<file path="config.mk">
export PLATFORM = sky130hd
export DESIGN_NAME = clk_div_prog
export DESIGN_NICKNAME = d
export VERILOG_FILES = /design/src/rtl/clk_div_pkg.sv /design/src/rtl/clk_div_prog.sv
export SDC_FILE = /design/constraint.sdc
export NUM_CORES = 1
export LEC_CHECK = 0
export ABC_CLOCK_PERIOD_IN_PS = 4250
export CORE_UTILIZATION = 54
export CTS_BUF_LIST = sky130_fd_sc_hd__clkbuf_16
export CTS_CLUSTER_SIZE = 10
export DETAILED_ROUTE_END_ITERATION = 7
export PLACE_DENSITY = 0.86
export SLEW_MARGIN = 20
export SYNTH_ARGS = -nofsm -noshare
export SYNTH_HDL_FRONTEND = slang
export SYNTH_SLANG_ARGS = --single-unit
export TNS_END_PERCENT = 20
</file>
<file path="constraint.sdc">
create_clock -name clk_in -period 4.25 [get_ports clk_in]
set_clock_uncertainty 0.05 [all_clocks]
set_input_delay 0.85 -clock clk_in [delete_from_list [all_inputs] [get_ports clk_in]]
set_output_delay 0.85 -clock clk_in [all_outputs]
set_load 0.005 [all_outputs]
</file>
<file path="src/rtl/clk_div_pkg.sv">
// rtl/clk_div_pkg.sv - shared types and helpers for the programmable clock divider
package clk_div_pkg;

  typedef enum logic [1:0] {
    HOLD = 2'd0,
    RUN  = 2'd1,
    PARK = 2'd2
  } state_e;

  localparam int CNT_W_DEF = 32;
  localparam int TERM_W    = 64;

  // A programmed half-period of zero behaves as one: toggle every cycle.
  function automatic logic [TERM_W-1:0] eff_term(input logic [TERM_W-1:0] half);
    return (half == '0) ? TERM_W'(1) : half;
  endfunction

endpackage

</file>
<file path="src/rtl/clk_div_prog.sv">
// rtl/clk_div_prog.sv - runtime-programmable clock divider with toggle/rise ticks
// Optional build macro CLK_DIV_PARK_LOW_EN: stops always park with clk_out low.
module clk_div_prog
  import clk_div_pkg::*;
#(
  parameter int CNT_W        = CNT_W_DEF,
  parameter int DEFAULT_HALF = 50000
) (
  input  logic             clk_in,
  input  logic             reset,
  input  logic             en,
  input  logic [CNT_W-1:0] div_half_in,
  input  logic             div_load,
  output logic             div_pend,
  output logic             clk_out,
  output logic             tick,
  output logic             rise_tick
);

  state_e           state_q, state_d;
  logic [CNT_W-1:0] cnt_q, cnt_d;
  logic [CNT_W-1:0] active_half_q, active_half_d;
  logic [CNT_W-1:0] pend_half_q, pend_half_d;
  logic             div_pend_q, div_pend_d;
  logic             clk_out_q, clk_out_d;
  logic             tick_q, tick_d;
  logic             rise_tick_q, rise_tick_d;

  logic [CNT_W-1:0] term;
  logic             at_term;
  logic             park_go;
  logic             counting;

  assign term    = CNT_W'(eff_term(TERM_W'(active_half_q)));
  assign at_term = (cnt_q >= (term - CNT_W'(1)));

`ifdef CLK_DIV_PARK_LOW_EN
  // A stop requested while clk_out is high keeps counting until the falling toggle.
  assign park_go = clk_out_q && (state_q != HOLD);
`else
  assign park_go = 1'b0;
`endif

  assign counting = en || park_go;

  always_ff @(posedge clk_in or posedge reset) begin
    if (reset) begin
      state_q       <= HOLD;
      cnt_q         <= '0;
      active_half_q <= CNT_W'(DEFAULT_HALF);
      pend_half_q   <= '0;
      div_pend_q    <= 1'b0;
      clk_out_q     <= 1'b0;
      tick_q        <= 1'b0;
      rise_tick_q   <= 1'b0;
    end else begin
      state_q       <= state_d;
      cnt_q         <= cnt_d;
      active_half_q <= active_half_d;
      pend_half_q   <= pend_half_d;
      div_pend_q    <= div_pend_d;
      clk_out_q     <= clk_out_d;
      tick_q        <= tick_d;
      rise_tick_q   <= rise_tick_d;
    end
  end

  always_comb begin
    state_d = state_q;
    case (state_q)
      HOLD: if (en) state_d = RUN;
      RUN: begin
        if (!en) begin
          state_d = (park_go && !at_term) ? PARK : HOLD;
        end
      end
`ifdef CLK_DIV_PARK_LOW_EN
      PARK: begin
        if (en) state_d = RUN;
        else if (at_term) state_d = HOLD;
      end
`endif
      default: state_d = en ? RUN : HOLD;
    endcase
  end

  always_comb begin
    cnt_d         = cnt_q;
    clk_out_d     = clk_out_q;
    tick_d        = 1'b0;
    rise_tick_d   = 1'b0;
    active_half_d = active_half_q;
    pend_half_d   = pend_half_q;
    div_pend_d    = div_pend_q;

    if (counting) begin
      if (at_term) begin
        cnt_d       = '0;
        clk_out_d   = ~clk_out_q;
        tick_d      = 1'b1;
        rise_tick_d = ~clk_out_q;
        if (div_pend_q) begin
          active_half_d = pend_half_q;
          div_pend_d    = 1'b0;
        end
      end else begin
        cnt_d = cnt_q + CNT_W'(1);
      end
    end

    // A load at a clean low rest point cannot cut a period short, so apply it now.
    if (div_load) begin
      if (!counting && (cnt_q == '0) && !clk_out_q) begin
        active_half_d = div_half_in;
      end else begin
        pend_half_d = div_half_in;
        div_pend_d  = 1'b1;
      end
    end
  end

  assign div_pend  = div_pend_q;
  assign clk_out   = clk_out_q;
  assign tick      = tick_q;
  assign rise_tick = rise_tick_q;

endmodule
</file>
==> qor.yml, run 1 <==
outcome: "finished with violations"
violations: "DRC, setup timing"
r2r_cells: 18
rrSetupSlack_ns: -0.44
core-area_um2: 10800
start_kind: "flop"
routed_wl_um: 17300
numCtsBuffers: 9
synth_top_cell_by_area: "dfrtp_1"
timing.critical_path.arrival_ns: 4.89
rsz0062_at_grt: "yes"
antenna_cells: 0
setup_viol: 68
min_path_cells: 1
hp-class: "flop to flop"
cp-end-kind: "flop"
fmax_mhz: 213
tightestPinTransition_ns: 0.905
yosysMostFrequentCell: "dfrtp_1"
hold_viol: 0
hp-start: "pend_half_q[24]"
relSlewSlack_pct: 39.7
yosys_warnings: 0
cts_sinks: 100
synthFlopType: "dfrtp_1"
finalCritPeriodShare_pct: 110
remaining_drc_errors: 2
final_nets: 783
syn-num-nets: 711
critical_path_class: "flop to flop"
nFillCells: 737
postLayoutCellArea_um2: 7550
clkSlewWorstSetupHoldPaths_ns: 0.07
dpl_cell_area_um2: 6820
met3_usage_pct: 5.81
avgSynthCellArea_um2: 9.38
critPathRequiredTime_ns: 4.45
ctsRootBufferMaster: "clkbuf_16"
rows: 38
grt_busiest_layer: "met2"
dieWidth_um: 107
finalCriticalPeriod_ns: 4.69
syn_area_um2: 6010
timing.rr.start: "active_half_q[16]"
die_y_um: 107
leakagePower_nw: 3.19
drt-initial-drc-count: 474
overflow: 0
whs_ns: 0.454
ys_types: 55
met1_usage_pct: 35.0
port_buffers: 39
gp_congestion: 0.872
synth.yosys.seq_area_share_pct: 41.8
final_antenna_net_count: 0
synth_edf_count: 0
setup_ws_ns: -0.441
ir_worst_vdd_v: 0.000298
floorplan.initialDensity_pct: 55.4
grt_max_degree: 73
dieArea_um2: 11500
yosysTopAreaCellShare_pct: 39.2
syn_inst: 640
slew_violations: 0
grt_util_met2_pct: 46.9
hold_end: "pend_half_q[24]"
wl_per_cell_um: 20.2
area_delta_synth_final_pct: 25.7
synthTopCellsByCount: "dfrtp_1, nor2_1, nand3_1, a31oi_1, ha_1"
ff_latch_area_um2: 2510
ys_async_sr_fraction_pct: 100
multiInputGateArea_um2: 3540
cts_tree: "built"
ys_top_cells_by_area: "dfrtp_1, ha_1, mux2_2, nor2_1, nand3_1"
htree_levels: 3
grt_util_all_layers_pct: 28.1
setup_tns_ns: -15.77
ios: 40
dp_hpwl_um: 10300
ys_ff_latch: 100
clk_latency_ns: 0.36
clock_path_buffers: 2
r2r-end: "active_half_q[24]"
cts-hold-fix-buffers: 0
path_max_fanout: 8
vias: 5623
drv_cap: 0
drive_gt1_share_pct: 21.9
viasPerCell: 6.56
antenna_found_initial: 0
grt_pass1_vias: 5173
grt_pass1_wl_um: 25100
drt_first_pass_iters: 7
p_per_area_nw_per_um2: 509
==> flip-flops by register name, summed over array words and instances, names as in the netlist <==
name / count
active_half_q: 32
clk_out: 1
cnt_q: 32
div_pend: 1
pend_half_q: 32
rise_tick: 1
tick: 1
==> area by class of cell <==
cell class	count	share of cell area (%)
clock buffer	9	2.98
clock inverter	7	0.828
inverter	17	0.878
multi-input combinational	490	46.8
sequential	100	33.2
tap	140	2.32
timing repair buffer	94	12.9
==> logic make-up after synthesis <==
group                    synth area share (%)
adder cells (fa/ha/maj)                  7.29
multiplexers                             6.17
AND/OR/NAND/NOR                          21.9
XOR/XNOR                                 6.85
AO/OA/AOI/OAI                            12.4
buffers and inverters                    3.52
flip-flops                               41.8
==> worst max-delay path: stages, from the launching register on <==
cell     delay (ns)
dfrtp_1        0.39
or4_4          0.57
nor4_4         0.30
nand4_4        0.16
nor3_4         0.17
nor2_2         0.06
ha_2           0.20
and4_4         0.17
and3b_2        0.25
nand2_2        0.09
xor2_1         0.23
ha_1           0.30
nand4_1        0.20
nor3_2         0.07
a221o_2        0.43
o21ai_4        0.35
buf_12         0.20
nand3_2        0.09
a31oi_1        0.28
==> through the flow <==
stage	util [%]	worst slack [ns]	std cells	total power, mW
2_1_floorplan	-	0.00415	640	2.22
3_3_place_gp	62.9	-0.0496	825	2.64
3_5_place_dp	62.9	-0.210	825	2.73
4_1_cts	66.6	0.00472	845	3.60
5_1_grt	69.7	-0.532	857	4.04
6_report	69.7	-0.441	857	3.84
==> worst max path at each step <==
stage                            from           endpoint  slack (ns)
floorplan            active_half_q[2]           div_pend       0.004
global placement    active_half_q[16]          cnt_q[11]       -0.05
detailed placement  active_half_q[16]   active_half_q[0]       -0.21
CTS                  active_half_q[2]  active_half_q[31]       0.005
global route        active_half_q[16]  active_half_q[31]       -0.53
finish              active_half_q[16]  active_half_q[24]       -0.44
==> routing by layer <==
metal  share of wire [%]  vias up  wire length [µm]
met5                   0        -                 0
met2                  48      342              8290
li1                    -     2495                 -
met1                  38     2688              6570
met4                 5.7        0               979
met3                 8.4       98              1450
==> where the power goes <==
group	total (mW)	switching (mW)	leakage, nW	internal, mW
Sequential	1.41	0.250	1.25	1.16
Clock	0.801	0.351	0.145	0.450
Combinational	1.63	0.859	1.80	0.770
Total	3.84	1.46	3.19	2.38
==> cell usage in the layout (no fill, tap or decap), types with 3 or more instances in the layout <==
cell,count
nor3_1,12
xor2_1,25
clkdlybuf4s50_1,39
and2_1,5
o21a_1,3
or4_4,4
nor4_4,3
o31ai_1,3
o21ai_1,38
dfstp_2,6
nand4_1,28
nand2_1,18
buf_12,6
nand2_2,5
nand3_1,45
and4_1,5
o21ai_2,3
dfrtp_1,94
inv_1,18
a32oi_1,3
a21oi_1,13
buf_4,42
ha_1,34
nand3_2,9
nor2_1,73
nand2b_1,5
o21ai_0,5
clkbuf_16,13
mux2_2,32
nor2b_1,3
a31oi_1,38
and3_1,5
xnor2_1,21
nor4_1,11
==> timing repair <==
item	CTS	global route
resized for setup	12	45
setup endpoints to repair	66	67
cloned	1	5
pin swaps	5	29
setup buffers	3	7
(Power assumes the default switching activity.)
==> run 2, diff against run 1 <==
--- a/config.mk
+++ b/config.mk
@@ -5,7 +5,7 @@
 export SDC_FILE = /design/constraint.sdc
 export NUM_CORES = 1
 export LEC_CHECK = 0
-export ABC_CLOCK_PERIOD_IN_PS = 4250
+export ABC_CLOCK_PERIOD_IN_PS = 4200
 export CORE_UTILIZATION = 54
 export CTS_BUF_LIST = sky130_fd_sc_hd__clkbuf_16
 export CTS_CLUSTER_SIZE = 10
==> constraint.sdc (replaced) <==
create_clock -name clk_in -period 4.2 [get_ports clk_in]
set_clock_uncertainty 0.05 [all_clocks]
set_input_delay 0.84 -clock clk_in [delete_from_list [all_inputs] [get_ports clk_in]]
set_output_delay 0.84 -clock clk_in [all_outputs]
set_load 0.005 [all_outputs]
==> run 2 against run 1 <==
Compared with the run above: the flow finishes with violations (setup timing); first-iteration DRC count up 3.6%; sequential cell count unchanged; sequential share of layout area down 0.39 points; sequential power about the same; combinational power up 7%; via count up 0.32%; global-route usage up 2.7 points; routed wire length down 3.0%; largest power group unchanged; highest routed layer unchanged.
==> qor.yml, run 2 (synthesized netlist as in run 1, its figures left out) <==
path_max_fanout: 5  # -3
grt_pass1_vias: 5553  # +7.3%
grt_max_degree: 51  # -30%
rows: 38  # unchanged
final_util_pct: 70.5  # +0.83 points
grt_util_all_layers_pct: 30.7  # +2.7 points
layout_common_cells: "dfrtp_1, nor2_1, buf_4"
die_y_um: 107  # unchanged
critPathLaunch: "active_half_q[3]"
vias: 5641  # +0.32%
gp_congestion: 0.894  # +2.5%
port_buffers: 39  # unchanged
dieWidth_um: 107  # unchanged
htree_levels: 3  # unchanged
area_delta_synth_final_pct: 27.3
clk_latency_ns: 0.36  # about the same
core-area_um2: 10800  # unchanged
cpMaxStageDelayCell: "or4_4"
final_common_cell: "dfrtp_1"
critical_path_class: "flop to flop"
slew_violations: 0  # unchanged
ctsRootBufferMaster: "clkbuf_16"
leakagePower_nw: 3.28  # +2.8%
ir_worst_vdd_v: 0.000344  # +16%
rsz0062_at_grt: "yes"
setup_viol: 68  # unchanged
hp-class: "flop to flop"
start_kind: "flop"
reg_top3: "active_half_q x32, cnt_q x32, pend_half_q x32"
critPathRequiredTime_ns: 4.39  # -0.06 ns
final_nets: 803  # +2.6%
cts_sinks: 100  # unchanged
tightestPinTransition_ns: 0.778  # -0.127 ns
rrSetupSlack_ns: -0.28  # +0.17 ns
viasPerCell: 6.43  # -2.0%
finalCriticalPeriod_ns: 4.48  # -0.215 ns
dieArea_um2: 11500  # unchanged
clkSlewWorstSetupHoldPaths_ns: 0.07  # about the same
numCtsBuffers: 9  # unchanged
setup_ws_ns: -0.276  # +0.165 ns
antenna_found_initial: 0  # unchanged
violations: "setup timing"
timing.critical_path.arrival_ns: 4.67  # -0.22 ns
outcome: "finished with violations"
routed_wl_um: 16800  # -3.0%
whs_ns: 0.457  # +0.00240 ns
final_antenna_net_count: 0  # unchanged
nFillCells: 738  # +0.14%
antenna_cells: 0  # unchanged
floorplan.initialDensity_pct: 55.4  # unchanged
drt-initial-drc-count: 491  # +3.6%
overflow: 0  # unchanged
power_mw: 3.99  # +3.7%
drv_cap: 0  # unchanged
slowest_delay_ns: 0.56  # about the same
wl_per_cell_um: 19.1  # -5.2%
remaining_drc_errors: 0  # -2
ios: 40  # unchanged
drt_first_pass_iters: 8  # +1
drive_gt1_share_pct: 22.7  # +0.76 points
dp_slack_ns: -0.340  # -0.130 ns
finalCritPeriodShare_pct: 107  # -3.8 points
timing.rr.start: "active_half_q[3]"
p_per_area_nw_per_um2: 522  # +2.5%
hp-start: "pend_half_q[15]"
cp-end-kind: "flop"
clock_path_buffers: 2  # unchanged
relSlewSlack_pct: 47.7  # +8.0 points
dp_hpwl_um: 11100  # +7.8%
cts_tree: "built"
path_cells: "or4_4 > nor3b_4 > nand4_4 > nor3_4 > nor2_4 > ha_4 > and4_4 > and3b_2 > nand2_1 > xor2_2 > ha_1 > nand4_1 > nor3_2 > a221o_1 > buf_6 > nor2_4 > a21oi_2 > buf_4 > xor2_1"
grt_pass1_wl_um: 27300  # +8.6%
cpMostUsedCell: "nor2_4"
fmax_mhz: 223  # +4.8%
hold_viol: 0  # unchanged
==> run 2: critical path: cells and delay by family, from the launching register on <==
| kind | cells | cell delay, ns |
|---|---|---|
| AO/OA/AOI/OAI | 2 | 0.52 |
| XOR/XNOR | 2 | 0.30 |
| buffers and inverters | 2 | 0.33 |
| flip-flops | 1 | 0.40 |
| adder cells (fa/ha/maj) | 2 | 0.44 |
| AND/OR/NAND/NOR | 11 | 2.31 |
==> run 2: area by class of cell <==
cell class	count	area (µm²)	area share (%)
sequential	100	2510	32.8
inverter	17	66.3	0.868
clock buffer	9	225	2.95
multi-input combinational	490	3510	45.9
clock inverter	7	73.8	0.966
tap	140	175	2.29
timing repair buffer	114	1080	14.2
==> run 2: metrics by stage <==
stage               cell area (µm²)  instances  setup TNS (ns)
detailed placement             7000        848          -17.04
CTS                            7520        871          -13.70
finish                         7640        877          -12.91
global placement               7000        848           -5.69
global route                   7640        877          -24.15
floorplan                      6050        640        -0.00685
==> run 2: layer usage <==
metal	global-route usage (%)	wire length (µm)	part of all wire, %
met5	0	0	0
met4	16.2	707	4.2
met3	5.63	1110	6.6
met2	50.8	8210	49
met1	38.3	6750	40
==> run 2: worst paths after layout <==
kind,end,cells past startpoint
max,clk_out,19
min reg2reg,pend_half_q[15],1
min,pend_half_q[15],1
max reg2reg,clk_out,19
max in group asynchronous,active_half_q[8],3
min in group asynchronous,active_half_q[21],2
==> run 2: what timing repair did <==
item | CTS | global route
gates cloned | 3 | 0
hold buffers | 0 | 0
pin swaps | 18 | 15
gates resized for setup | 29 | 15
setup buffers | 4 | 6
endpoints found under the setup margin | 68 | 68
==> run 2: report_power, final <==
part | internal [mW] | total [mW] | switching, mW | leakage (nW)
clock | 0.466 | 0.848 | 0.382 | 0.143
sequential | 1.18 | 1.39 | 0.218 | 1.25
combinational | 0.839 | 1.74 | 0.905 | 1.89
==> run 3, diff against run 2 <==
--- a/config.mk
+++ b/config.mk
@@ -5,8 +5,10 @@
 export SDC_FILE = /design/constraint.sdc
 export NUM_CORES = 1
 export LEC_CHECK = 0
-export ABC_CLOCK_PERIOD_IN_PS = 4200
-export CORE_UTILIZATION = 54
+export ABC_CLOCK_PERIOD_IN_PS = 4050
+export CELL_PAD_IN_SITES_DETAIL_PLACEMENT = 1
+export CELL_PAD_IN_SITES_GLOBAL_PLACEMENT = 1
+export CORE_UTILIZATION = 42
 export CTS_BUF_LIST = sky130_fd_sc_hd__clkbuf_16
 export CTS_CLUSTER_SIZE = 10
 export DETAILED_ROUTE_END_ITERATION = 7
==> constraint.sdc (replaced) <==
create_clock -name clk_in -period 4.05 [get_ports clk_in]
set_clock_uncertainty 0.05 [all_clocks]
set_input_delay 0.81 -clock clk_in [delete_from_list [all_inputs] [get_ports clk_in]]
set_output_delay 0.81 -clock clk_in [all_outputs]
set_load 0.005 [all_outputs]
==> run 3 against run 2 <==
Compared with the run above: the flow still finishes with violations (setup timing); sequential cell count did not move; routed wire length rose by 60%; combinational power rose by 33%; clock-buffer cell count did not move; final area rose by 8.0%; utilization fell by 11 points; register-to-register slack got worse by 0.51 ns; critical endpoint is now active_half_q[8].
==> qor.yml, run 3 (synthesized netlist as in run 1, its figures left out) <==
reg_top3: "active_half_q x32, cnt_q x32, pend_half_q x32"
drv_cap: 0  # unchanged
postLayoutCellArea_um2: 8250  # +8.0%
gp_congestion: 0.873  # -2.4%
final_nets: 828  # +3.1%
dieWidth_um: 122  # +13%
nFillCells: 1472  # +99%
final_util_pct: 59.2  # -11 points
fmax_mhz: 207  # -7.3%
ios: 40  # unchanged
antenna_cells: 0  # unchanged
routed_wl_um: 26900  # +60%
viasPerCell: 6.70  # +4.2%
fin_cells: 942  # +7.4%
clock_path_buffers: 2  # unchanged
ctsRootBufferMaster: "clkbuf_16"
hold_viol: 0  # unchanged
relSlewSlack_pct: 30.9  # -17 points
critical_path_class: "flop to flop"
dp_slack_ns: -0.590  # -0.251 ns
hp-start: "clk_out"
min_path_cells: 1  # unchanged
remaining_drc_errors: 0  # unchanged
critPathRequiredTime_ns: 4.28  # -0.11 ns
area_delta_synth_final_pct: 37.4
leakagePower_nw: 3.51  # +7.1%
antenna_found_initial: 0  # unchanged
setup_viol: 68  # unchanged
ir_worst_vdd_v: 0.000376  # +9.1%
timing.rr.start: "active_half_q[2]"
cts_sinks: 100  # unchanged
drive_gt1_share_pct: 29.9  # +7.3 points
die_y_um: 122  # +13%
port_buffers: 39  # unchanged
violations: "setup timing"
floorplan.initialDensity_pct: 43.1  # -12 points
setup_ws_ns: -0.781  # -0.505 ns
wl_met2_um: 12900  # +57%
power_mw: 4.78  # +20%
hold_end: "rise_tick"
wl_met1_um: 10100  # +50%
overflow: 0  # unchanged
final_antenna_net_count: 0  # unchanged
place_inst: 896  # +5.7%
vias: 6311  # +12%
timing.critical_path.arrival_ns: 5.06  # +0.39 ns
wl_per_cell_um: 28.6  # +49%
finalCritPeriodShare_pct: 119  # +13 points
rsz0062_at_grt: "yes"
clk_latency_ns: 0.38  # +0.02 ns
dr_wl_met3_um: 1890  # +71%
p_per_area_nw_per_um2: 579  # +11%
cp-end-kind: "flop"
grt_pass1_wl_um: 38200  # +40%
tightestPinTransition_ns: 1.03  # +0.250 ns
clkSlewWorstSetupHoldPaths_ns: 0.08  # about the same
finalCriticalPeriod_ns: 4.83  # +0.355 ns
dr.max_layer_used: "met4"
dp_hpwl_um: 13200  # +19%
final_common_cell: "dfrtp_1"
r2r_cells: 20  # +1
rows: 43  # +13%
htree_levels: 3  # unchanged
slew_violations: 0  # unchanged
rrSetupSlack_ns: -0.78  # -0.51 ns
core-area_um2: 13900  # +29%
path_max_fanout: 8  # +3
drt-initial-drc-count: 648  # +32%
layout_common_cells: "dfrtp_1, buf_4, nor2_1"
hp-class: "flop to flop"
grt_pass1_vias: 6663  # +20%
outcome: "finished with violations"
grt_util_all_layers_pct: 34.9  # +4.1 points
dpl_cell_area_um2: 7130  # +1.8%
start_kind: "flop"
cts-hold-fix-buffers: 0  # unchanged
drt_first_pass_iters: 5  # -3
cts_tree: "built"
r2r-end: "active_half_q[8]"
numCtsBuffers: 9  # unchanged
grt_max_degree: 53  # +3.9%
multiInputGateArea_um2: 3690  # +5.2%
ff_latch_area_um2: 2510  # unchanged
dieArea_um2: 14800  # +28%
[run 3: changes by cell type in the layout (fill, tap and decap cells not counted), sizes merged]
| cell | delta |
|---|---|
| buf | +20 |
| bufbuf | +2 |
| bufinv | +1 |
| clkbuf | +3 |
| clkinv | -1 |
| clkinvlp | -1 |
| inv | +1 |
[run 3: report_power, final]
part           switching (mW)  total (mW)  internal (mW)
Clock                   0.449        1.00          0.552
Combinational            1.29        2.32           1.02
Sequential              0.242        1.46           1.22
[run 3: repair_timing]
item | 4_1_cts | 5_1_grt
gates resized for setup | 50 | 38
gates cloned | 7 | 3
pin swaps | 21 | 19
hold endpoints to repair | 0 | 0
setup endpoints to repair | 68 | 68
setup buffers | 12 | 8
[run 3: cell type report]
class,instances,share of cell area (%)
clock buffers,9,2.73
clock inverters,7,1.26
inverters,17,0.804
multi-input cells,490,44.7
flip-flops and latches,100,30.4
well taps,180,2.73
repair buffers,139,17.3
[run 3: worst max path at each step]
stage                         to  slack, ns  depth (start not counted)         startpoint
6_report        active_half_q[8]      -0.78                         20   active_half_q[2]
3_5_place_dp   active_half_q[19]      -0.59                         19  active_half_q[16]
3_3_place_gp    active_half_q[4]      -0.36                         19  active_half_q[16]
2_1_floorplan           div_pend      -0.15                         17   active_half_q[3]
4_1_cts        active_half_q[17]      -0.41                         18  active_half_q[26]
5_1_grt         active_half_q[8]      -0.85                         19  active_half_q[16]
[run 3: stage by stage]
stage	hold slack, ns	TNS (ns)
after global placement	0.435	-19.03
after detailed placement	0.440	-30.57
after CTS	0.461	-23.28
after global routing	0.475	-46.58
after floorplan	0.423	-7.24
final	0.464	-41.65
[run 3: routing by layer]
metal	GRT usage [%]	vias up
li1	-	2579
met1	40.5	3170
met2	58.4	392
met3	8.47	170
met4	20.6	0
met5	0	-
[run 3: worst max-delay path: stages, from the launching register on]
cell and delay, ns:
dfrtp_1 0.43, or4_4 0.52, nor3b_4 0.34, nand4_4 0.18, nor3_4 0.22, nor2_4 0.06
ha_4 0.19, and4_4 0.17, and3b_2 0.25, nand2_2 0.11, xor2_2 0.07, ha_1 0.32
nand4_1 0.21, buf_4 0.23, nor4_4 0.30, and2_4 0.22, o21a_4 0.20, buf_12 0.14
clkbuf_16 0.17, o21ai_1 0.09, a31oi_1 0.23
